<file path="src/rtl/exu_bjp_commit_if.sv">
// Commit-side handshake between the BJP ALU and the commit stage, plus the IFU flush channel.
interface exu_bjp_commit_if #(
  parameter int XLEN    = 32,
  parameter int PC_SIZE = 32
);
  logic               cmt_i_valid;
  logic               cmt_i_ready;
  logic [PC_SIZE-1:0] cmt_i_pc;
  logic               cmt_i_bjp;
  logic               cmt_i_br;
  logic               cmt_i_bprdt;
  logic               cmt_i_taken;
  logic [XLEN-1:0]    cmt_i_target;
  logic               flush_o_valid;
  logic               flush_o_ready;
  logic [PC_SIZE-1:0] flush_o_pc;
  logic               cmt_o_kill;

  modport slave (
    input  cmt_i_valid, cmt_i_pc, cmt_i_bjp, cmt_i_br, cmt_i_bprdt, cmt_i_taken, cmt_i_target,
    input  flush_o_ready,
    output cmt_i_ready, flush_o_valid, flush_o_pc, cmt_o_kill
  );

  modport master (
    output cmt_i_valid, cmt_i_pc, cmt_i_bjp, cmt_i_br, cmt_i_bprdt, cmt_i_taken, cmt_i_target,
    output flush_o_ready,
    input  cmt_i_ready, flush_o_valid, flush_o_pc, cmt_o_kill
  );
endinterface

</file>
<file path="src/rtl/exu_bjp_commit.sv">
// BJP commit: checks resolved outcome against IFU prediction, issues a held flush on mispredict,
// and keeps wrapping commit/mispredict counters.
module exu_bjp_commit #(
  parameter int XLEN    = 32,
  parameter int PC_SIZE = 32,
  parameter int CNT_W   = 32
) (
  input  logic             clk,
  input  logic             rst_n,
  exu_bjp_commit_if.slave  cmt,
  output logic [CNT_W-1:0] perf_o_cmt_cnt,
  output logic [CNT_W-1:0] perf_o_mis_cnt
);
  localparam logic [0:0] IDLE  = 1'b0;
  localparam logic [0:0] FLUSH = 1'b1;

  logic [0:0]         state, state_nxt;
  logic               accept, is_bjp, actual_taken, mis;
  logic [PC_SIZE-1:0] next_pc, flush_pc;
  logic [XLEN-1:0]    unused_target;

  assign unused_target   = cmt.cmt_i_target;

  assign cmt.cmt_i_ready = (state == IDLE);
  assign accept          = cmt.cmt_i_valid & cmt.cmt_i_ready;
  assign is_bjp          = cmt.cmt_i_bjp | cmt.cmt_i_br;
  assign actual_taken    = cmt.cmt_i_bjp | (cmt.cmt_i_br & cmt.cmt_i_taken);
  assign mis             = accept & is_bjp & (actual_taken != cmt.cmt_i_bprdt);

  // Taken targets are halfword aligned; fall-through wraps naturally at PC_SIZE bits.
  assign next_pc = actual_taken ? {cmt.cmt_i_target[PC_SIZE-1:1], 1'b0}
                                : cmt.cmt_i_pc + PC_SIZE'(4);

  assign cmt.cmt_o_kill    = mis;
  assign cmt.flush_o_valid = (state == FLUSH);
  assign cmt.flush_o_pc    = flush_pc;

  always_comb begin
    state_nxt = state;
    case (state)
      IDLE:    if (mis)               state_nxt = FLUSH;
      FLUSH:   if (cmt.flush_o_ready) state_nxt = IDLE;
      default:                        state_nxt = IDLE;
    endcase
  end

  always_ff @(posedge clk or negedge rst_n) begin
    if (!rst_n) begin
      state          <= IDLE;
      flush_pc       <= '0;
      perf_o_cmt_cnt <= '0;
      perf_o_mis_cnt <= '0;
    end else begin
      state <= state_nxt;
      if (mis)             flush_pc       <= next_pc;
      if (accept & is_bjp) perf_o_cmt_cnt <= perf_o_cmt_cnt + CNT_W'(1);
      if (mis)             perf_o_mis_cnt <= perf_o_mis_cnt + CNT_W'(1);
    end
  end
endmodule

</file>
<file path="src/flat_wrapper.sv">
// flat-port wrapper written by rule: the top's interface ports become plain ports
module exu_bjp_commit_flat 
#(
  parameter int XLEN    = 32,
  parameter int PC_SIZE = 32,
  parameter int CNT_W   = 32
)
  (clk, rst_n, perf_o_cmt_cnt, perf_o_mis_cnt, cmt_cmt_i_valid, cmt_cmt_i_pc, cmt_cmt_i_bjp, cmt_cmt_i_br, cmt_cmt_i_bprdt, cmt_cmt_i_taken, cmt_cmt_i_target, cmt_flush_o_ready, cmt_cmt_i_ready, cmt_flush_o_valid, cmt_flush_o_pc, cmt_cmt_o_kill);
  exu_bjp_commit_if #(.XLEN(XLEN), .PC_SIZE(PC_SIZE)) cmt_i ();
  input  logic clk;
  input  logic rst_n;
  output logic [CNT_W-1:0] perf_o_cmt_cnt;
  output logic [CNT_W-1:0] perf_o_mis_cnt;
  input wire logic [$bits(cmt_i.cmt_i_valid)-1:0] cmt_cmt_i_valid;
  input wire logic [$bits(cmt_i.cmt_i_pc)-1:0] cmt_cmt_i_pc;
  input wire logic [$bits(cmt_i.cmt_i_bjp)-1:0] cmt_cmt_i_bjp;
  input wire logic [$bits(cmt_i.cmt_i_br)-1:0] cmt_cmt_i_br;
  input wire logic [$bits(cmt_i.cmt_i_bprdt)-1:0] cmt_cmt_i_bprdt;
  input wire logic [$bits(cmt_i.cmt_i_taken)-1:0] cmt_cmt_i_taken;
  input wire logic [$bits(cmt_i.cmt_i_target)-1:0] cmt_cmt_i_target;
  input wire logic [$bits(cmt_i.flush_o_ready)-1:0] cmt_flush_o_ready;
  output wire logic [$bits(cmt_i.cmt_i_ready)-1:0] cmt_cmt_i_ready;
  output wire logic [$bits(cmt_i.flush_o_valid)-1:0] cmt_flush_o_valid;
  output wire logic [$bits(cmt_i.flush_o_pc)-1:0] cmt_flush_o_pc;
  output wire logic [$bits(cmt_i.cmt_o_kill)-1:0] cmt_cmt_o_kill;
  assign cmt_i.cmt_i_valid = cmt_cmt_i_valid;
  assign cmt_i.cmt_i_pc = cmt_cmt_i_pc;
  assign cmt_i.cmt_i_bjp = cmt_cmt_i_bjp;
  assign cmt_i.cmt_i_br = cmt_cmt_i_br;
  assign cmt_i.cmt_i_bprdt = cmt_cmt_i_bprdt;
  assign cmt_i.cmt_i_taken = cmt_cmt_i_taken;
  assign cmt_i.cmt_i_target = cmt_cmt_i_target;
  assign cmt_i.flush_o_ready = cmt_flush_o_ready;
  assign cmt_cmt_i_ready = cmt_i.cmt_i_ready;
  assign cmt_flush_o_valid = cmt_i.flush_o_valid;
  assign cmt_flush_o_pc = cmt_i.flush_o_pc;
  assign cmt_cmt_o_kill = cmt_i.cmt_o_kill;
  exu_bjp_commit #(.XLEN(XLEN), .PC_SIZE(PC_SIZE), .CNT_W(CNT_W)) u_core (.clk(clk), .rst_n(rst_n), .cmt(cmt_i), .perf_o_cmt_cnt(perf_o_cmt_cnt), .perf_o_mis_cnt(perf_o_mis_cnt));
endmodule
</file>
<file path="config.mk">
export PLATFORM = sky130hd
export DESIGN_NAME = exu_bjp_commit_flat
export DESIGN_NICKNAME = d
export VERILOG_FILES = /design/src/rtl/exu_bjp_commit_if.sv /design/src/rtl/exu_bjp_commit.sv /design/src/flat_wrapper.sv
export SDC_FILE = /design/constraint.sdc
export NUM_CORES = 1
export LEC_CHECK = 0
export ABC_AREA = 0
export CAP_MARGIN = 20
export CORE_UTILIZATION = 40
export CTS_CLUSTER_SIZE = 14
export DETAILED_ROUTE_END_ITERATION = 8
export PLACE_DENSITY = 0.83
export RECOVER_POWER = 50
export REMOVE_ABC_BUFFERS = 1
export SYNTH_ARGS = -nofsm -noshare
export SYNTH_HDL_FRONTEND = slang
export SYNTH_SLANG_ARGS = --single-unit
</file>
<file path="constraint.sdc">
create_clock -name clk -period 2.68 [get_ports clk]
set_clock_uncertainty 0.15 [all_clocks]
set_input_delay 0.536 -clock clk [delete_from_list [all_inputs] [get_ports clk]]
set_output_delay 0.536 -clock clk [all_outputs]
set_load 0.02 [all_outputs]
</file>
==> out/metrics.yaml, run 1 <==
status:
  status: "finished clean"
route:
  via_per_inst: 5.32
  drtPass1Iterations: 5
  totalWireLength_um: 13300
  drt_iter0_drc: 204
  dr_total_vias: 4485
  post-route-drc-count: 0
  wl_per_cell_um: 15.7
  ant_nets: 0
clock_network:
  cts_max_level: 3
  hold_buffers: 0
  cts_root_buf: "clkbuf_16"
  cts_tree: "built"
  numCtsBuffers: 9
  clkSinkCount: 97
  clk_latency_ns: 0.34
  cts.clk_slew.worst_paths_ns: 0.07
  clk_path_buf_depth: 2
pwr:
  sw_frac_of_total: 0.325
  power.density_nw_per_um2: 609
  p_comb_frac: 0.292
  p_int_mw: 2.97
  power.static_leakage_nw: 3.10
  power_frac_clock: 0.281
  ir_worst_vdd_uv: 369
  p_seq_frac: 0.427
  switchingPower_mw: 1.43
logic_synthesis:
  synth_area_um2: 4910
  synth-compound-area-share: 0.0780
  synth.avg_cell_area_um2: 9.80
  synthMuxAreaShare: 0.00637
  synth_top_family_by_area: "simple AND/OR/NAND/NOR gates"
  netlist.area_leader.share: 0.494
  syn_inst: 501
  synthAdderAreaFrac: 0.00764
  synth_flop_cell: "dfrtp_1"
  ys_warn_count: 0
  synth_top_cells_by_area: "dfrtp_1, xor2_1, xnor2_1"
  synth_cell_types: 41
  synth-xor-area-share: 0.157
  synthSimpleGateAreaFrac: 0.235
  ys_async_sr_fraction: 1.00
  yosysTopAreaCell: "dfrtp_1"
  seq_area_frac_synth: 0.494
  synth_edf_count: 0
  yosys_register_bits: 97
timing:
  rsz0062_at_grt: "false"
  fin_crit_sh: 0.937
  setup_viol: 0
  final.setup.tns_ns: 0
  worst_pin_slew_ns: 1.15
  fin_hold_ws_ns: 0.267
  slew_headroom: 0.236
  worst_slack_ns: 0.170
  fin_crit_ns: 2.51
  fmax_mhz: 398
  final-hold-violation-count: 0
  slew_violations: 0
worst_hold_path:
  min_path_type: "in2async"
worst_setup_path:
  crit_chain: "clkdlybuf4s50_1 -> nor3b_2 -> o221ai_4 -> inv_1 -> clkbuf_2"
  arrival_ns: 1.82
  worst-r2r-setup-slack_ns: 0.55
  cp_max_fo: 4
  cp-start-kind: "input port"
  reg2reg_to: "u_core.perf_o_mis_cnt[16]"
  worstSetupPathType: "in2out"
  cpMaxStageDelayCell: "clkdlybuf4s50_1"
  worst_setup_path_end_kind: "output pin"
  cp.required_ns: 1.99
  reg2regPathDepth: 8
  crit_buf_inv: 3
  cp_top_family: "buffers and inverters"
  r2r-start: "u_core.cmt.flush_o_valid"
  slowest_delay_ns: 0.53
job:
  cap_viol_max_count: 0
layout:
  fillCellCount: 993
  layout_common_cells: "clkdlybuf4s50_1, dfrtp_1, nand2_1, nor2_1, xor2_1"
  area_delta_synth_final_pct: 47.1
  num_antenna_cells: 0
  nNetsFinal: 766
  layout-drive-gt1-share: 0.0790
  final_util: 0.601
  layout_commonest_cell: "clkdlybuf4s50_1"
grt:
  grt_pass1_vias: 4480
  use_met1: 0.268
  grt_use_met3: 0.0461
  grt_usage: 0.217
  grt-busiest-layer: "met2"
  grt_max_degree: 47
  use_met2: 0.371
  grt_pass1_wl_um: 22100
  grt.overflow.total: 0
  antenna_found_initial: 0
floorplan:
  floorplan.initialDensity: 0.409
  coreArea_um2: 12000
  die_h_um: 113
  die_w_um: 113
  fp-row-count: 40
  ioPinCount: 171
  die_area_um2: 12700
place:
  post-place-ws_ns: -0.359
  io_buffers: 169
  hpwlAfterDp_um: 9910
  gp_congestion: 0.841
==> through the flow <==
| stage | total power [mW] | instances | cell area, um^2 |
|---|---|---|---|
| final | 4.40 | 843 | 7220 |
| after global routing | 4.61 | 843 | 7220 |
| after CTS | 4.50 | 843 | 7240 |
| after detailed placement | 3.26 | 827 | 6960 |
| after global placement | 3.21 | 827 | 6960 |
| after floorplan | 2.49 | 486 | 4850 |
==> registers in the layout (all words and copies together) (netlist names) <==
register,count
u_core.cmt.flush_o_valid,1
u_core.perf_o_mis_cnt,32
u_core.cmt.flush_o_pc,32
u_core.perf_o_cmt_cnt,32
==> cells by family after synthesis <==
| group | after synthesis |
|---|---|
| AO/OA/AOI/OAI | 65 |
| XOR/XNOR | 88 |
| adder cells (fa/ha/maj) | 3 |
| buffers and inverters | 26 |
| flip-flops | 97 |
| multiplexers | 3 |
| AND/OR/NAND/NOR | 219 |
==> layout make-up <==
class,count,area (um^2),share of cell area
repair buffers,194,1880,0.261
clock buffers,12,256,0.0355
inverters,11,41.3,0.00572
flip-flops and latches,97,2430,0.336
well taps,147,184,0.0255
multi-input cells,378,2400,0.333
clock inverters,4,26.3,0.00364
==> repair_timing <==
item / CTS / global route
setup buffers: 0 / 0
setup endpoints to repair: 3 / 5
resized for setup: 3 / 3
==> how the worst max path moves through the flow <==
stage / from / end / slack [ns] / cells past startpoint
after floorplan: cmt_cmt_i_taken / u_core.cmt.flush_o_pc[11] / -0.80 / 5
after global routing: cmt_cmt_i_bprdt / u_core.perf_o_mis_cnt[16] / 0.01 / 9
after detailed placement: cmt_cmt_i_bprdt / u_core.perf_o_mis_cnt[16] / -0.36 / 9
after CTS: cmt_cmt_i_bprdt / cmt_cmt_o_kill / 0.005 / 5
after global placement: cmt_cmt_i_bjp / u_core.perf_o_mis_cnt[18] / -0.27 / 9
final: cmt_cmt_i_bprdt / cmt_cmt_o_kill / 0.17 / 5
==> cells in the mapped netlist, drive strengths merged (6+ instances only) <==
master and number:
dfrtp 97, nand2 56, nor2 48, xor2 45
xnor2 43, nand3 36, nand4 32, a21oi 21
o21ai 18, o22ai 13, nor3 12, inv 11
and3 9, clkbuf 8, buf 7, nor4 7
and4 6
==> power groups by stage <==
stage	Sequential (mW)	Clock, mW	Combinational [mW]
2_1_floorplan	2.14	0	0.342
3_3_place_gp	1.90	0	1.31
3_5_place_dp	1.91	0	1.35
4_1_cts	1.89	1.26	1.35
5_1_grt	1.91	1.33	1.38
6_report	1.88	1.23	1.29
==> metal layers <==
layer / part of all wire / vias up / wire (um)
li1: - / 2128 / -
met2: 0.51 / 179 / 6740
met1: 0.41 / 2159 / 5440
met4: 0.016 / 0 / 216
met3: 0.065 / 19 / 862
met5: 0 / - / 0
No activity file was read; power rests on OpenSTA's default activity.
==> inputs of run 2 (changes only) <==
--- a/config.mk
+++ b/config.mk
@@ -8,8 +8,10 @@
 export ABC_AREA = 0
 export CAP_MARGIN = 20
 export CORE_UTILIZATION = 40
+export CTS_BUF_LIST = sky130_fd_sc_hd__clkbuf_2 sky130_fd_sc_hd__clkbuf_4 sky130_fd_sc_hd__clkbuf_8
 export CTS_CLUSTER_SIZE = 14
 export DETAILED_ROUTE_END_ITERATION = 8
+export GPL_TIMING_DRIVEN = 0
 export PLACE_DENSITY = 0.83
 export RECOVER_POWER = 50
 export REMOVE_ABC_BUFFERS = 1
==> out/metrics.yaml, run 2 (synthesis gave the netlist of run 1 again) <==
status:
  status: "finished clean"
place:
  place_area_um2: 6800
  gp_congestion: 0.797
  post-place-ws_ns: -1.00
  dp_cells: 805
  io_buffers: 169
  hpwlAfterDp_um: 9490
floorplan:
  fp-row-count: 40
  die_h_um: 113
  floorplan.initialDensity: 0.409
  die_area_um2: 12700
  die_w_um: 113
  ioPinCount: 171
  coreArea_um2: 12000
clock_network:
  clkSinkCount: 97
  cts_root_buf: "clkbuf_8"
  cts.clk_slew.worst_paths_ns: 0.09
  clk_path_buf_depth: 2
  clk_latency_ns: 0.38
  numCtsBuffers: 9
  cts_tree: "built"
  hold_buffers: 0
  cts_max_level: 3
timing:
  slew_headroom: 0.201
  fin_crit_ns: 2.60
  worst_slack_ns: 0.0764
  fmax_mhz: 384
  fin_hold_ws_ns: 0.238
  final-hold-violation-count: 0
  slew_violations: 0
  rsz0062_at_grt: "false"
  fin_crit_sh: 0.971
  setup_viol: 0
  final.setup.tns_ns: 0
  worst_pin_slew_ns: 1.20
pwr:
  power.static_leakage_nw: 2.99
  sw_frac_of_total: 0.337
  ir_worst_vdd_uv: 296
  p_int_mw: 2.81
  power_frac_clock: 0.257
  p_total_mw: 4.24
  p_comb_frac: 0.301
  power.density_nw_per_um2: 600
  p_seq_frac: 0.443
  switchingPower_mw: 1.43
layout:
  seqCellArea_um2: 2430
  layout-drive-gt1-share: 0.0690
  design_area_um2: 7070
  area_delta_synth_final_pct: 43.9
  final_util: 0.588
  num_antenna_cells: 0
  multi_input_area_um2: 2410
  nNetsFinal: 751
  layout_commonest_cell: "clkdlybuf4s50_1"
  fillCellCount: 1014
  fin_cells: 828
  layout_common_cells: "clkdlybuf4s50_1, dfrtp_1, nand2_1, nor2_1, xor2_1"
grt:
  grt.overflow.total: 0
  grt_max_degree: 52
  grt_pass1_wl_um: 21600
  grt_usage: 0.215
  grt_pass1_vias: 4361
  antenna_found_initial: 0
worst_hold_path:
  min_path_type: "in2async"
worst_setup_path:
  worst-r2r-setup-slack_ns: 0.47
  r2r-start: "u_core.perf_o_cmt_cnt[0]"
  reg2reg_to: "u_core.perf_o_cmt_cnt[28]"
  cp-start-kind: "input port"
  cp_max_fo: 4
  worstSetupPathType: "in2out"
  arrival_ns: 1.92
  worst_setup_path_end_kind: "output pin"
  cp.required_ns: 1.99
  reg2regPathDepth: 6
route:
  wl_per_cell_um: 15.9
  via_per_inst: 5.38
  ant_nets: 0
  post-route-drc-count: 0
  totalWireLength_um: 13100
  drtPass1Iterations: 4
  drt_iter0_drc: 231
  dr_total_vias: 4458
job:
  cap_viol_max_count: 0
## run 2: cell types whose count changed in the layout (fill, tap and decap cells not counted), sizes merged
cell and delta:
buf -12, bufinv +2, clkbuf -7, clkdlybuf4s50 +6
clkinvlp +2, dlygate4sd2 +1, dlygate4sd3 -7
## run 2: metal layers
metal / global-route usage / wire length (um) / vias up
li1: - / - / 2105
met1: 0.270 / 5700 / 2168
met2: 0.361 / 6450 / 166
met3: 0.0428 / 733 / 19
met4: 0.0880 / 260 / 0
met5: 0 / 0 / -
## run 2: what timing repair did
item                                    4_1_cts  5_1_grt
pin swaps                                     1        1
cloned                                        1        0
endpoints found under the setup margin       34       15
gates resized for setup                      10        2
buffers inserted                              2        3
## run 2: area by class of cell
cell class	count	share of cell area
timing repair inverter	1	0.000708
tap	147	0.0260
multi-input combinational	378	0.341
clock inverter	7	0.0145
timing repair buffer	178	0.250
inverter	11	0.00637
clock buffer	9	0.0175
sequential	97	0.343
## run 2: worst max-delay path by stage
stage / slack, ns / startpoint / to / depth (start not counted)
after CTS: 0.008 / cmt_cmt_i_pc[2] / u_core.cmt.flush_o_pc[22] / 7
after global routing: 0.007 / rst_n / u_core.cmt.flush_o_pc[20] / 2
after global placement: -2.80 / cmt_cmt_i_bjp / cmt_cmt_o_kill / 5
final: 0.08 / cmt_cmt_i_taken / cmt_cmt_o_kill / 5
after detailed placement: -1.00 / cmt_cmt_i_bjp / cmt_cmt_o_kill / 5
after floorplan: -0.80 / cmt_cmt_i_taken / u_core.cmt.flush_o_pc[11] / 5
## run 2: power groups by stage
stage / Combinational [mW] / Clock (mW) / Sequential, mW
global placement: 1.29 / 0 / 1.89
finish: 1.28 / 1.09 / 1.88
CTS: 1.34 / 1.12 / 1.88
floorplan: 0.342 / 0 / 2.14
detailed placement: 1.33 / 0 / 1.91
global route: 1.38 / 1.18 / 1.91
## run 2: critical path, cell delays in order
cell             delay, ns
clkdlybuf4s50_1       0.48
o21ba_2               0.25
o221ai_2              0.25
clkinvlp_4            0.21
buf_2                 0.19
